## config.mk

```make
export PLATFORM = sky130hd
export DESIGN_NAME = exe_issue
export DESIGN_NICKNAME = d
export VERILOG_FILES = /design/src/rtl/exe_pkg.sv /design/src/rtl/exe_issue_fifo.sv /design/src/rtl/exe_issue.sv
export SDC_FILE = /design/constraint.sdc
export NUM_CORES = 1
export LEC_CHECK = 0
export BUFFER_PORTS_ARGS = -buffer_cell sky130_fd_sc_hd__buf_2
export CAP_MARGIN = 25
export CORE_ASPECT_RATIO = 1.25
export CORE_MARGIN = 2
export CORE_UTILIZATION = 62
export CTS_BUF_LIST = sky130_fd_sc_hd__clkbuf_4
export DETAILED_ROUTE_END_ITERATION = 8
export HOLD_SLACK_MARGIN = 0.03
export PLACE_DENSITY = 0.85
export SLEW_MARGIN = 20
export SYNTH_ARGS = -nofsm -noshare
export SYNTH_HDL_FRONTEND = slang
export SYNTH_SLANG_ARGS = --single-unit
```

## constraint.sdc

```tcl
create_clock -name clk -period 6.61 [get_ports clk]
set_input_delay 0.3305 -clock clk [delete_from_list [all_inputs] [get_ports clk]]
set_output_delay 0.3305 -clock clk [all_outputs]
set_load 0.005 [all_outputs]
```

## src/rtl/exe_pkg.sv

```systemverilog
`default_nettype none
// ============================================================================
// Module      : exe_pkg
// Description : Shared types and constants for the exe_issue request issuer.
// Revision    : 1.0 - initial release
// ============================================================================
package exe_pkg;

    localparam int unsigned c_DATA_W = 32;
    localparam int unsigned c_TAG_W  = 4;

    localparam logic OP_ADD = 1'b0;
    localparam logic OP_SUB = 1'b1;

    typedef enum logic [1:0] {
        ST_IDLE  = 2'd0,
        ST_ISSUE = 2'd1,
        ST_WAIT  = 2'd2
    } state_t;

    typedef struct packed {
        logic                op;
        logic [c_DATA_W-1:0] a;
        logic [c_DATA_W-1:0] b;
        logic [c_TAG_W-1:0]  tag;
    } req_t;

    localparam int unsigned c_REQ_W = $bits(req_t);

endpackage
`default_nettype wire

```

## src/rtl/exe_issue_fifo.sv

```systemverilog
`default_nettype none
// ============================================================================
// Module      : exe_issue_fifo
// Description : Power-of-two FIFO holding pending issue requests.
// Revision    : 1.0 - initial release
// ============================================================================
module exe_issue_fifo #(
    parameter int DEPTH = 4,
    parameter int WIDTH = 69
) (
    input  logic             clk,
    input  logic             rst_n,
    input  logic             push,
    input  logic [WIDTH-1:0] wdata,
    input  logic             pop,
    output logic [WIDTH-1:0] rdata,
    output logic             full,
    output logic             empty
);

    localparam int unsigned    c_AW   = (DEPTH > 1) ? $clog2(DEPTH) : 1;
    localparam logic [c_AW:0]  c_FULL = (c_AW + 1)'(DEPTH);

    logic [WIDTH-1:0] r_mem [DEPTH];
    logic [c_AW-1:0]  r_wr_ptr;
    logic [c_AW-1:0]  r_rd_ptr;
    logic [c_AW:0]    r_count;
    logic             w_do_push;
    logic             w_do_pop;

    assign full      = (r_count == c_FULL);
    assign empty     = (r_count == '0);
    assign w_do_push = push && !full;
    assign w_do_pop  = pop && !empty;
    assign rdata     = r_mem[r_rd_ptr];

    always_ff @(posedge clk) begin
        if (w_do_push) begin
            r_mem[r_wr_ptr] <= wdata;
        end
    end

    // Pointers are exactly log2(DEPTH) wide, so they wrap on their own.
    always_ff @(posedge clk) begin
        if (!rst_n) begin
            r_wr_ptr <= '0;
            r_rd_ptr <= '0;
            r_count  <= '0;
        end else begin
            if (w_do_push) begin
                r_wr_ptr <= r_wr_ptr + 1'b1;
            end
            if (w_do_pop) begin
                r_rd_ptr <= r_rd_ptr + 1'b1;
            end
            case ({w_do_push, w_do_pop})
                2'b10:   r_count <= r_count + 1'b1;
                2'b01:   r_count <= r_count - 1'b1;
                default: r_count <= r_count;
            endcase
        end
    end

endmodule
`default_nettype wire

```

## src/rtl/exe_issue.sv

```systemverilog
`default_nettype none
// ============================================================================
// Module      : exe_issue
// Description : Queues add/sub requests and issues them one at a time to an
//               execution unit, with timeout-protected writeback.
// Revision    : 1.0 - initial release
// ============================================================================
module exe_issue
    import exe_pkg::*;
#(
    parameter int DEPTH   = 4,
    parameter int TIMEOUT = 8
) (
    input  logic                clk,
    input  logic                rst_n,
    input  logic                req_valid,
    output logic                req_ready,
    input  logic                req_op,
    input  logic [c_DATA_W-1:0] req_a,
    input  logic [c_DATA_W-1:0] req_b,
    input  logic [c_TAG_W-1:0]  req_tag,
    output logic                exe_start,
    output logic                exe_op,
    output logic [c_DATA_W-1:0] exe_a,
    output logic [c_DATA_W-1:0] exe_b,
    input  logic                exe_valid,
    input  logic [c_DATA_W-1:0] exe_result,
    output logic                wb_valid,
    output logic [c_TAG_W-1:0]  wb_tag,
    output logic [c_DATA_W-1:0] wb_result,
    output logic                wb_err
);

    localparam logic [7:0] c_TIMEOUT_LAST = 8'(TIMEOUT - 1);

    state_t              r_state;
    logic [7:0]          r_cnt;
    logic                r_wb_valid;
    logic [c_TAG_W-1:0]  r_wb_tag;
    logic [c_DATA_W-1:0] r_wb_result;
    logic                r_wb_err;

    req_t                w_push_req;
    req_t                w_head;
    logic                w_push;
    logic                w_pop;
    logic                w_full;
    logic                w_empty;
    logic                w_busy;
    logic                w_timeout;

    assign w_push_req = {req_op, req_a, req_b, req_tag};
    assign req_ready  = !w_full;
    assign w_push     = req_valid && !w_full;
    assign w_timeout  = (r_cnt == c_TIMEOUT_LAST);
    // The head leaves the queue on the same edge that produces its writeback.
    assign w_pop      = (r_state == ST_WAIT) && (exe_valid || w_timeout);

    exe_issue_fifo #(
        .DEPTH (DEPTH),
        .WIDTH (c_REQ_W)
    ) u_fifo (
        .clk   (clk),
        .rst_n (rst_n),
        .push  (w_push),
        .wdata (w_push_req),
        .pop   (w_pop),
        .rdata (w_head),
        .full  (w_full),
        .empty (w_empty)
    );

    assign w_busy    = (r_state != ST_IDLE);
    assign exe_start = (r_state == ST_ISSUE);
    assign exe_op    = w_busy ? w_head.op : 1'b0;
    assign exe_a     = w_busy ? w_head.a  : '0;
    assign exe_b     = w_busy ? w_head.b  : '0;

    assign wb_valid  = r_wb_valid;
    assign wb_tag    = r_wb_tag;
    assign wb_result = r_wb_result;
    assign wb_err    = r_wb_err;

    always_ff @(posedge clk) begin
        if (!rst_n) begin
            r_state     <= ST_IDLE;
            r_cnt       <= '0;
            r_wb_valid  <= 1'b0;
            r_wb_tag    <= '0;
            r_wb_result <= '0;
            r_wb_err    <= 1'b0;
        end else begin
            r_wb_valid  <= 1'b0;
            r_wb_tag    <= '0;
            r_wb_result <= '0;
            r_wb_err    <= 1'b0;
            case (r_state)
                ST_IDLE: begin
                    if (!w_empty) begin
                        r_state <= ST_ISSUE;
                    end
                end
                ST_ISSUE: begin
                    r_state <= ST_WAIT;
                    r_cnt   <= '0;
                end
                ST_WAIT: begin
                    // A response in the timeout cycle still counts as success.
                    if (exe_valid) begin
                        r_state     <= ST_IDLE;
                        r_wb_valid  <= 1'b1;
                        r_wb_tag    <= w_head.tag;
                        r_wb_result <= exe_result;
                    end else if (w_timeout) begin
                        r_state    <= ST_IDLE;
                        r_wb_valid <= 1'b1;
                        r_wb_tag   <= w_head.tag;
                        r_wb_err   <= 1'b1;
                    end else begin
                        r_cnt <= r_cnt + 8'd1;
                    end
                end
                default: r_state <= ST_IDLE;
            endcase
        end
    end

endmodule
`default_nettype wire

```

==> run metrics <==
RR Endpoint=u_fifo.r_count[2]; Initial Util=between 60% and 70%; most common flop cell mapped by yosys=edfxtp_1; setup_tns=0 ns; register-to-register setup slack=3.90 ns; die height=~160 um; post-synthesis sequential area ratio=75.75%; max_slew headroom=31.21%; Die Width=130.7 um; WL/cell=20.71 um; count of cell types in the netlist=41; total gr overflow=0; final hold violations=0; Synth warnings=0; crit path kind=reg -> out; CTS tree=done; Syn Area/Cell=19.42 sq um; Commonest cells post-synth=edfxtp_1, nor2b_1, mux4_2, dfxtp_1, and2_1; synth top area cells=edfxtp_1, mux4_2, dfxtp_1; Worst path max stage delay=0.80 ns; synthesized cell area=12450 sq um; first-pass detailed-route iteration total=5; status=completed; Max-Cap Viols=0; vias in the first global route=between 8000 and 9000; skew final=~0.07 ns; reg2reg path depth=10; critical path cell sequence=buf_4, mux4_2, nor2b_1, buf_2; H-tree levels=3; Rows=57; Arrival @ worst endpoint=3.20 ns; CTS Buffer Depth=3; Min Hold Slack=roughly 0.12 ns; GRT Util Overall=26.46%; clock sink count=around 330; die area=between 20000 and 25000 sq um; Tcrit/Tclk final=between 50% and 60%; Core ar.=19540 sq um; residual antenna-violating net count after detailed routing=0; EDFF count, synth=276; end of the critical path=exe_b[15]; min-delay src=req_valid; Peak VDD IR=0.2057 mV; Power Total=roughly 4.5 mW; Cell Pwr Density=286.0 nW/um^2; Yosys top cell by area=edfxtp_1; Port Buffers=209; initial antenna violation count=2; worst r2r src=r_cnt[0]; async set-reset flop share out of synthesis=0%; worst slew pin tran=1.032 ns; post-DP HPWL=14770 um; Final Max Slew Viols=0; placed cell count=between 1000 and 1500; slowest CP cell=dfxtp_4; drt via density=5.513; count leader, synth=edfxtp_1; Final nets=1126; critical path fanouts, max=36; # Post-CTS Setup Buffers=0; cts bufs inserted=79; Worst Path Required=6.28 ns; RD Place Congestion=between 0.7 and 0.8; final number of setup-violating endpoints=0; filler cell count=983; Vias=7355; Synth Register Bits=333; share of cells above drive strength 1=around two fifths; min-delay worst type=in -> reg; final non-filler cell total=approximately 1300; final wirelength=27630 um; IO Pins=210; global-route wire length before repair=between 40000 and 50000 um; Reg clk slew, reported paths=0.08 ns; Cells after Synth=641; Iter 0 DRT Violations=roughly 450; Worst Hold Path Cells=4; CP startpoint kind=register; Leak=5.886 nW; crit end category=output pin; unrepaired setup endpoints after global routing=false; CTS root buffer=clkbuf_4; Synth top area share=66.59%; Final Critical Period=3.532 ns; area delta synth->final=27.78%; Peak Freq=~0.28 GHz; syn nets=756; DRC=0; pin count of the biggest net entering global routing=70; Clk Latency, worst-skew pair=0.69 ns
[per-stage QoR]
step / utilization, % / cell area [sq um] / setup slack, ns
finish: 81.39 / 15910 / 3.078
global route: 81.39 / 15910 / 2.804
CTS: 81.12 / 15850 / 2.983
detailed placement: 70.59 / 13790 / 3.746
global placement: 70.31 / 13740 / 3.763
floorplan: - / 12450 / 3.941
[flip-flops by register name (all words and copies together), names as in the netlist, named ones only]
| name | cells |
|---|---|
| wb_err | 1 |
| u_fifo.r_count | 3 |
| wb_valid | 1 |
| u_fifo.r_mem | 276 |
| r_cnt | 8 |
| u_fifo.r_wr_ptr | 2 |
| wb_result | 32 |
| wb_tag | 4 |
| u_fifo.r_rd_ptr | 2 |
| r_state | 2 |
[metal layers]
layer	up-vias	global-route usage, %	part of all wire (%)
met5	-	0	0
met2	347	47.09	55
met4	0	13.39	3.5
met3	77	7.392	6.8
met1	3648	28.58	35
li1	3283	-	-
[cell type report]
cell class	count	area [sq um]	share of cell area (%)
inverter	11	41.29	0.2596
tap	265	331.6	2.085
antenna	2	5.005	0.03147
clock inverter	25	176.4	1.109
sequential	333	9437	59.33
multi-input combinational	267	2869	18.04
timing repair buffer	319	2205	13.86
clock buffer	112	840.8	5.286
[critical path: cells and delay by family (launching register included)]
kind | cells | cell delay, ns
buf+inv | 2 | 0.85
flops | 1 | 0.80
simple gates | 1 | 0.16
mux | 1 | 0.64
[worst min path at each step]
stage	end	slack (ns)
after global placement	register	0.46
after detailed placement	register	0.47
after global routing	u_fifo.r_wr_ptr[1]	0.1
final	u_fifo.r_wr_ptr[1]	0.12
after CTS	u_fifo.r_wr_ptr[1]	0.09
after floorplan	wb_err	0.41
[cells in the final DEF (no fill, tap or decap), drive strengths merged, types with 2 or more instances in the layout]
cell	Yosys	layout
nand3	4	4
or4	4	4
a21boi	3	3
nand2b	3	3
dfxtp	57	57
o31a	2	2
dlygate4sd3	0	104
bufinv	0	3
nor2b	71	71
nor2	7	7
o22ai	2	2
nor3	2	2
ha	9	9
and4b	2	2
o21ai	6	6
and3	6	6
a21oi	9	9
clkbuf	21	112
or3	3	3
diode	0	2
and2	33	33
inv	11	11
xor2	2	2
buf	9	215
nand2	16	16
clkinv	0	22
edfxtp	276	276
mux4	69	69
[where the power goes]
group          total, mW  switching (mW)  leakage, nW  internal, mW
clock network       1.67           0.769        0.599         0.898
logic              0.481           0.258         2.29         0.224
registers           2.40          0.0302         3.00          2.37
[kinds of logic (layout without fill, tap and decap cells)]
group	after synthesis	in the layout	synth area share, %
xor+xnor	3	3	0.2111
mux	70	70	12.57
compound gates	29	29	1.488
flops	333	333	75.75
simple gates	155	155	7.540
other cells	0	2	0
fa+ha+maj	10	10	1.066
buf+inv	41	467	1.377
[what timing repair did]
action,in CTS,in global routing
endpoints found under the hold margin,317,0
gates resized for setup,0,0
hold buffers,104,0
Power figures use the tool's default switching activity.
